File: src/rtl/bcd2bin_if.sv
//------------------------------------------------------------------------------
// Module  : bcd2bin_if
// Brief   : Input/output handshake bundle for the BCD-to-binary converter.
// Revision: 1.0 - initial release
//------------------------------------------------------------------------------
`default_nettype none

interface bcd2bin_if #(
    parameter int DIGITS = 4,
    parameter int BW     = 14
);
    logic [4*DIGITS-1:0] bcd;
    logic                in_valid;
    logic                in_ready;
    logic [BW-1:0]       bin;
    logic                err;
    logic                out_valid;
    logic                out_ready;

    modport master (
        output bcd, in_valid, out_ready,
        input  in_ready, bin, err, out_valid
    );

    modport slave (
        input  bcd, in_valid, out_ready,
        output in_ready, bin, err, out_valid
    );
endinterface

`default_nettype wire

File: src/rtl/bcd2bin.sv
//------------------------------------------------------------------------------
// Module  : bcd2bin
// Brief   : Serial packed-BCD to binary converter, one digit per clock, MSD first.
//           Optional macro BCD2BIN_ERR_CHECK_EN flags nibbles > 9.
// Revision: 1.0 - initial release
//------------------------------------------------------------------------------
`default_nettype none

module bcd2bin #(
    parameter int DIGITS = 4,
    parameter int BW     = 14
) (
    input  wire logic   clk,
    input  wire logic   rst_n,
    bcd2bin_if.slave    bus
);
    localparam int            CW     = (DIGITS > 1) ? $clog2(DIGITS) : 1;
    localparam logic [CW-1:0] C_LAST = CW'(DIGITS - 1);

    localparam logic [1:0] S_IDLE = 2'd0;
    localparam logic [1:0] S_CONV = 2'd1;
    localparam logic [1:0] S_DONE = 2'd2;

    logic [1:0]          r_state;
    logic [4*DIGITS-1:0] r_sh;
    logic [BW-1:0]       r_acc;
    logic [CW-1:0]       r_cnt;
    logic                r_in_ready;
    logic                r_out_valid;
    logic [BW-1:0]       r_bin;

    logic [3:0]          w_digit;
    logic [BW-1:0]       w_acc_nxt;

    assign w_digit   = r_sh[4*DIGITS-1 -: 4];
    // Wraps modulo 2^BW by construction when BW is undersized.
    assign w_acc_nxt = r_acc * BW'(10) + BW'(w_digit);

    assign bus.in_ready  = r_in_ready;
    assign bus.out_valid = r_out_valid;
    assign bus.bin       = r_bin;

`ifdef BCD2BIN_ERR_CHECK_EN
    logic r_flag;
    logic r_err;
    logic w_bad;

    assign w_bad   = (w_digit > 4'd9);
    assign bus.err = r_err;
`else
    assign bus.err = 1'b0;
`endif

    always_ff @(posedge clk or negedge rst_n) begin
        if (!rst_n) begin
            r_state     <= S_IDLE;
            r_sh        <= '0;
            r_acc       <= '0;
            r_cnt       <= '0;
            r_in_ready  <= 1'b0;
            r_out_valid <= 1'b0;
            r_bin       <= '0;
`ifdef BCD2BIN_ERR_CHECK_EN
            r_flag      <= 1'b0;
            r_err       <= 1'b0;
`endif
        end else begin
            case (r_state)
                S_IDLE: begin
                    if (bus.in_valid && r_in_ready) begin
                        r_sh       <= bus.bcd;
                        r_acc      <= '0;
                        r_cnt      <= '0;
                        r_in_ready <= 1'b0;
                        r_state    <= S_CONV;
`ifdef BCD2BIN_ERR_CHECK_EN
                        r_flag     <= 1'b0;
`endif
                    end else begin
                        r_in_ready <= 1'b1;
                    end
                end
                S_CONV: begin
                    r_acc <= w_acc_nxt;
                    r_sh  <= r_sh << 4;
                    r_cnt <= r_cnt + CW'(1);
`ifdef BCD2BIN_ERR_CHECK_EN
                    r_flag <= r_flag | w_bad;
`endif
                    if (r_cnt == C_LAST) begin
                        r_state     <= S_DONE;
                        r_out_valid <= 1'b1;
`ifdef BCD2BIN_ERR_CHECK_EN
                        r_err <= r_flag | w_bad;
                        r_bin <= (r_flag | w_bad) ? '1 : w_acc_nxt;
`else
                        r_bin <= w_acc_nxt;
`endif
                    end
                end
                S_DONE: begin
                    // Only sampled while in DONE, so out_valid is high for at least one full cycle.
                    if (bus.out_ready) begin
                        r_out_valid <= 1'b0;
                        r_in_ready  <= 1'b1;
                        r_state     <= S_IDLE;
                    end
                end
                default: begin
                    r_state     <= S_IDLE;
                    r_in_ready  <= 1'b0;
                    r_out_valid <= 1'b0;
                end
            endcase
        end
    end
endmodule

`default_nettype wire

File: src/flat_wrapper.sv
// flat-port wrapper written by rule: the top's interface ports become plain ports
module bcd2bin_flat 
#(
    parameter int DIGITS = 4,
    parameter int BW     = 14
)
  (clk, rst_n, bus_bcd, bus_in_valid, bus_out_ready, bus_in_ready, bus_bin, bus_err, bus_out_valid);
  bcd2bin_if #(.DIGITS(DIGITS), .BW(BW)) bus_i ();
  input  wire logic clk;
  input  wire logic rst_n;
  input wire logic [$bits(bus_i.bcd)-1:0] bus_bcd;
  input wire logic [$bits(bus_i.in_valid)-1:0] bus_in_valid;
  input wire logic [$bits(bus_i.out_ready)-1:0] bus_out_ready;
  output wire logic [$bits(bus_i.in_ready)-1:0] bus_in_ready;
  output wire logic [$bits(bus_i.bin)-1:0] bus_bin;
  output wire logic [$bits(bus_i.err)-1:0] bus_err;
  output wire logic [$bits(bus_i.out_valid)-1:0] bus_out_valid;
  assign bus_i.bcd = bus_bcd;
  assign bus_i.in_valid = bus_in_valid;
  assign bus_i.out_ready = bus_out_ready;
  assign bus_in_ready = bus_i.in_ready;
  assign bus_bin = bus_i.bin;
  assign bus_err = bus_i.err;
  assign bus_out_valid = bus_i.out_valid;
  bcd2bin #(.DIGITS(DIGITS), .BW(BW)) u_core (.clk(clk), .rst_n(rst_n), .bus(bus_i));
endmodule
File: config.mk
export PLATFORM = sky130hd
export DESIGN_NAME = bcd2bin_flat
export DESIGN_NICKNAME = d
export VERILOG_FILES = /design/src/rtl/bcd2bin_if.sv /design/src/rtl/bcd2bin.sv /design/src/flat_wrapper.sv
export SDC_FILE = /design/constraint.sdc
export NUM_CORES = 1
export LEC_CHECK = 0
export BUFFER_PORTS_ARGS = -buffer_cell sky130_fd_sc_hd__buf_2
export CORE_MARGIN = 2
export CORE_UTILIZATION = 30
export CTS_CLUSTER_DIAMETER = 120
export CTS_CLUSTER_SIZE = 25
export DETAILED_ROUTE_END_ITERATION = 10
export SETUP_SLACK_MARGIN = 0.4
export SLEW_MARGIN = 20
export SYNTH_ARGS = -nofsm -noshare
export SYNTH_HDL_FRONTEND = slang
export SYNTH_SLANG_ARGS = --single-unit
File: constraint.sdc
create_clock -name clk -period 2.7 [get_ports clk]
set_input_delay 0.54 -clock clk [delete_from_list [all_inputs] [get_ports clk]]
set_output_delay 0.54 -clock clk [all_outputs]
set_load 0.02 [all_outputs]
# After elaboration in Yosys (flattened, before gate mapping)
# Index checks and enable logic that the tools add are counted.
# totals
register_bits	50
in_bits	20
output_inout_bits	17
elab_cells	42
# classes
addsub	2
multipliers	1
eq_ne	6
muxes	16
bitwise	2
reduce_logical	8
# ops
operator	count
16-bit case mux with 2 select lines	1
14-bit case mux with 2 select lines	1
16-bit 2-to-1 mux	1
14-bit by 4-bit adder with 14-bit output	1
14-bit by 3-bit multiplier with 13-bit output (second input constant)	1
14-bit 2-to-1 mux	1
2-bit 2-to-1 mux	4
1-bit case mux with 3 select lines	2
2-bit case mux with 3 select lines	1
2-bit AND reduction	3
3-bit AND reduction	2
2-bit equality test (second input constant)	2
1-bit 2-to-1 mux	4
2-bit by 1-bit != test with 1-bit output (second input constant)	2
2-bit case mux with 2 select lines	1
2-bit by 1-bit adder with 2-bit output (second input constant)	1
2-bit by 1-bit equality test with 1-bit output (second input constant)	1
2-bit zero test	1
2-bit != test (second input constant)	1
1-bit NOT	2
2-bit nonzero test	1
1-bit logical AND	1

# Logic depth before layout (Yosys ltp)
# logic_depth
word_depth	3
mapped_depth	10
mapped_depth_nobuf	10

# Worst setup path after synthesis
# No wires, ideal clock.
# synth_timing
path_type	register -> register
from	reg u_core.r_acc[1]
to	reg u_core.r_bin[11] (netlist: u_core.bus.bin[11])
setup_time_ns	0.134
arrival_ns	2.659
slack_ns	-0.093
stages_incl_launch_ff	11
n_path_buf	0
path_cell_list	dfrtp_1 ha_1 ha_1 fa_1 a21o_2 a221oi_1 xnor2_1 nand2_1 or2_2 xnor2_1 o21ai_0
# synth_via
elab_chain_len	2
# synth_rtl
element	line	text
start, declared	bcd2bin.sv:26	logic [BW-1:0] r_acc;
start signal, assigned	bcd2bin.sv:84	r_acc <= w_acc_nxt;
14-bit by 3-bit multiplier with 13-bit output	bcd2bin.sv:37	assign w_acc_nxt = r_acc * BW'(10) + BW'(w_digit);
14-bit by 4-bit adder with 14-bit output	bcd2bin.sv:37	
end signal, assigned	bcd2bin.sv:97	r_bin <= w_acc_nxt;
end, declared	bcd2bin.sv:30	logic [BW-1:0] r_bin;
# Every way passes these cells.
# A chain may end at the register's enable or synchronous reset.

# Final worst setup path
# Ends and elaborated chain as after synthesis.

==> flow_metrics.env <==
export IMPL_run_status="complete, no violations"
export IMPL_synth_nets=315
export IMPL_die_h_um=99.3
export IMPL_worst_setup_path_start_kind="flip-flop"
export IMPL_fp_dieW_um=99.3
export IMPL_timing_max_transition_violations_final=0
export IMPL_postRouteWirelength_um=5810
export IMPL_worstHoldPathType="input port to asynchronous set/reset pin"
export IMPL_max_cap_viol_count=0
export IMPL_skew_ns=0.0145
export IMPL_max_clock_freq_ghz=0.381
export IMPL_path_class="flip-flop to flip-flop"
export IMPL_grt_met3_usage_pct=3.16
export IMPL_post_route_min_period_ns=2.63
export IMPL_ioPinCount=37
export IMPL_synth_enable_flop_cells=0
export IMPL_first_iter_violations=42
export IMPL_gr_max_usage_layer="met2"
export IMPL_vias_cell=4.81
export IMPL_max_slew_margin_pct=48.9
export IMPL_final_hold_violation_count=0
export IMPL_global_route_usage_met1_pct=15.8
export IMPL_place_inst=415
export IMPL_grt_use_met2_pct=20.5
export IMPL_final_cells=433
export IMPL_finalSetupViolations=0
export IMPL_global_route_usage_total_pct=12.1
export IMPL_grt_setup_unrepaired="yes"
export IMPL_timing_critical_path_fanout_max=3
export IMPL_synth_avg_cell_area_um2=10.1
export IMPL_post_synth_arst_share_pct=100
export IMPL_synthesis_instances=270
export IMPL_place_port_buffers=35
export IMPL_grt_pass1_wl_um=9760
export IMPL_start_util_pct=31.1
export IMPL_antenna_found_initial=0
export IMPL_final_nets=369
export IMPL_h_tree_lvl_count=2
export IMPL_dieArea_um2=9860
export IMPL_netlist_cell_type_count=39
export IMPL_hold_buffer_count_at_cts=0
export IMPL_tritoncts="done"
export IMPL_setup_worst_path_end_class="flip-flop"
export IMPL_clkLatencyLatePin_ns=0.31
export IMPL_layout_core_utilization_pct=39.4
export IMPL_finalInstanceArea_um2=3460
export IMPL_yosysSeqAreaShare_pct=45.0
export IMPL_dominantRegCellSynth="sky130_fd_sc_hd__dfrtp_1"
export IMPL_clkTransAtPathRegs_ns=0.09
export IMPL_layout_worst_path_cycle_share_pct=97.3
export IMPL_detail_route_first_pass_iterations=4
export IMPL_fin_setup_tns_ns=0
export IMPL_critPathRequiredTime_ns=2.89
export IMPL_drcViolationCount=0
export IMPL_fillers=874
export IMPL_fp_coreArea_um2=8760
export IMPL_post_synth_design_cell_area_um2=2720
export IMPL_cts_inserted_buffers=5
export IMPL_grt_pass1_vias=2099
export IMPL_cts_root_buffer="sky130_fd_sc_hd__clkbuf_8"
export IMPL_final_seq_area_um2=1230
export IMPL_max_slew_worst_pin_slew_ns=0.766
export IMPL_wl_per_cell_um=13.4
export IMPL_syn2layout_area_growth_pct=26.9
export IMPL_antenna_left=0
export IMPL_rows=34
export IMPL_cp_arrival_ns=2.81
export IMPL_cts_buffer_depth=2
export IMPL_layout_drive_gt1_share_pct=31.1
export IMPL_placed_cell_area_um2=3130
export IMPL_ys_warn_count=0
export IMPL_antenna_cells=0
export IMPL_globalplace_congestion=0.765
export IMPL_multiInputGateArea_um2=1620
export IMPL_yosys_register_bits=49
export IMPL_place_hpwl_um=4300
export IMPL_vias=2081
export IMPL_grt_ovfl_total=0
export IMPL_clkSinkCount=49
export IMPL_grt_start_max_net_pins=50
[through the flow]
stage               hold WS [ns]  setup slack (ns)
floorplan                  0.244             0.157
global placement           0.462             0.103
detailed placement         0.470            0.0261
CTS                        0.360            0.0400
global route               0.385           -0.0606
finish                     0.321            0.0728
[worst paths after layout]
| check | startpoint | to | slack [ns] | depth (start not counted) |
|---|---|---|---|---|
| max reg2reg | u_core.r_acc[1] | u_core.bus.bin[11] | 0.07 | 10 |
| min in group clk | u_core.bus.bin[3] | u_core.bus.bin[3] | 0.48 | 2 |
| min reg2reg | u_core.bus.bin[3] | u_core.bus.bin[3] | 0.48 | 2 |
| max in group asynchronous | rst_n | u_core.r_acc[2] | 1.94 | 2 |
| max | u_core.r_acc[1] | u_core.bus.bin[11] | 0.07 | 10 |
| min | rst_n | u_core.r_acc[10] | 0.32 | 2 |
[state kept, by name, indices dropped and copies added, names as in the netlist]
| name | flops |
|---|---|
| u_core.r_state | 2 |
| u_core.bus.in_ready | 1 |
| u_core.r_sh | 16 |
| u_core.bus.bin | 14 |
| u_core.bus.out_valid | 1 |
| u_core.r_acc | 13 |
| u_core.r_cnt | 2 |
[critical path, cell delays in order (launching register included)]
cell and delay (ns):
sky130_fd_sc_hd__dfrtp_1 0.42, sky130_fd_sc_hd__ha_4 0.26, sky130_fd_sc_hd__ha_4 0.16, sky130_fd_sc_hd__fa_2 0.38
sky130_fd_sc_hd__a21o_4 0.24, sky130_fd_sc_hd__a21oi_4 0.13, sky130_fd_sc_hd__xnor2_2 0.14, sky130_fd_sc_hd__nand4_1 0.21
sky130_fd_sc_hd__or2_4 0.31, sky130_fd_sc_hd__xnor2_2 0.16, sky130_fd_sc_hd__o21ai_1 0.08
[cell families (layout without fill, tap and decap cells)]
kind of cell	count (synthesis)	after routing	share of synthesized area (%)
compound gates	73	73	16.6
xor+xnor	19	19	6.11
fa+ha+maj	25	25	12.0
buf+inv	17	72	2.53
flops	49	49	45.0
mux	17	17	6.48
other cells	1	1	0.138
simple gates	69	69	11.1
[synthesized netlist by cell type, drive strengths merged, types with 2 or more instances]
cell / n / area, um^2
buf: 2 / 12.5
a22oi: 5 / 37.5
nand4: 2 / 12.5
nand3: 2 / 15.0
a21oi: 7 / 38.8
nand2: 46 / 173
a21o: 7 / 53.8
xor2: 11 / 96.3
clkbuf: 9 / 33.8
mux2: 5 / 56.3
dfrtp: 49 / 1230
nor2: 11 / 41.3
inv: 6 / 22.5
fa: 2 / 40.0
ha: 23 / 288
o21a: 2 / 15.0
a22o: 5 / 43.8
o21ai: 41 / 205
mux2i: 12 / 120
nand2b: 2 / 12.5
xnor2: 8 / 70.1
[routing by layer]
layer | share of wire (%) | vias up
met2 | 49 | 46
met4 | 0.67 | 0
li1 | - | 1046
met1 | 45 | 983
met3 | 4.5 | 6
met5 | 0 | -
[area by class of cell]
cell class | count | area share (%)
Tap cell | 108 | 3.91
Timing Repair Buffer | 58 | 10.2
Multi-Input combinational cell | 204 | 47.0
Clock inverter | 2 | 0.398
Inverter | 6 | 0.651
Sequential cell | 49 | 35.5
Clock buffer | 6 | 2.39
[cells in the final DEF, fill, tap and decap left out, types with 4 or more instances in the layout]
cell	netlist	layout
sky130_fd_sc_hd__mux2_2	5	5
sky130_fd_sc_hd__inv_1	6	6
sky130_fd_sc_hd__xor2_1	11	8
sky130_fd_sc_hd__buf_2	1	35
sky130_fd_sc_hd__nor2_1	11	9
sky130_fd_sc_hd__o21ai_0	40	34
sky130_fd_sc_hd__o21ai_1	1	7
sky130_fd_sc_hd__a22oi_1	5	5
sky130_fd_sc_hd__mux2i_1	12	12
sky130_fd_sc_hd__a21o_1	6	6
sky130_fd_sc_hd__dfrtp_1	49	48
sky130_fd_sc_hd__ha_1	23	15
sky130_fd_sc_hd__ha_4	0	7
sky130_fd_sc_hd__a22o_1	5	5
sky130_fd_sc_hd__xnor2_2	0	4
sky130_fd_sc_hd__nand2_1	46	46
sky130_fd_sc_hd__a21oi_1	6	5
sky130_fd_sc_hd__clkbuf_8	0	6
sky130_fd_sc_hd__xnor2_1	8	4
sky130_fd_sc_hd__buf_4	1	22
[what timing repair did]
item                       4_1_cts  5_1_grt
setup endpoints to repair       13       14
setup buffers                    3        7
pin swaps                       12       20
resized for setup                9       16
gates cloned                     0        0
Power is not shown: default switching activity piles up to over one toggle a cycle in this logic, so the estimate is an artifact.
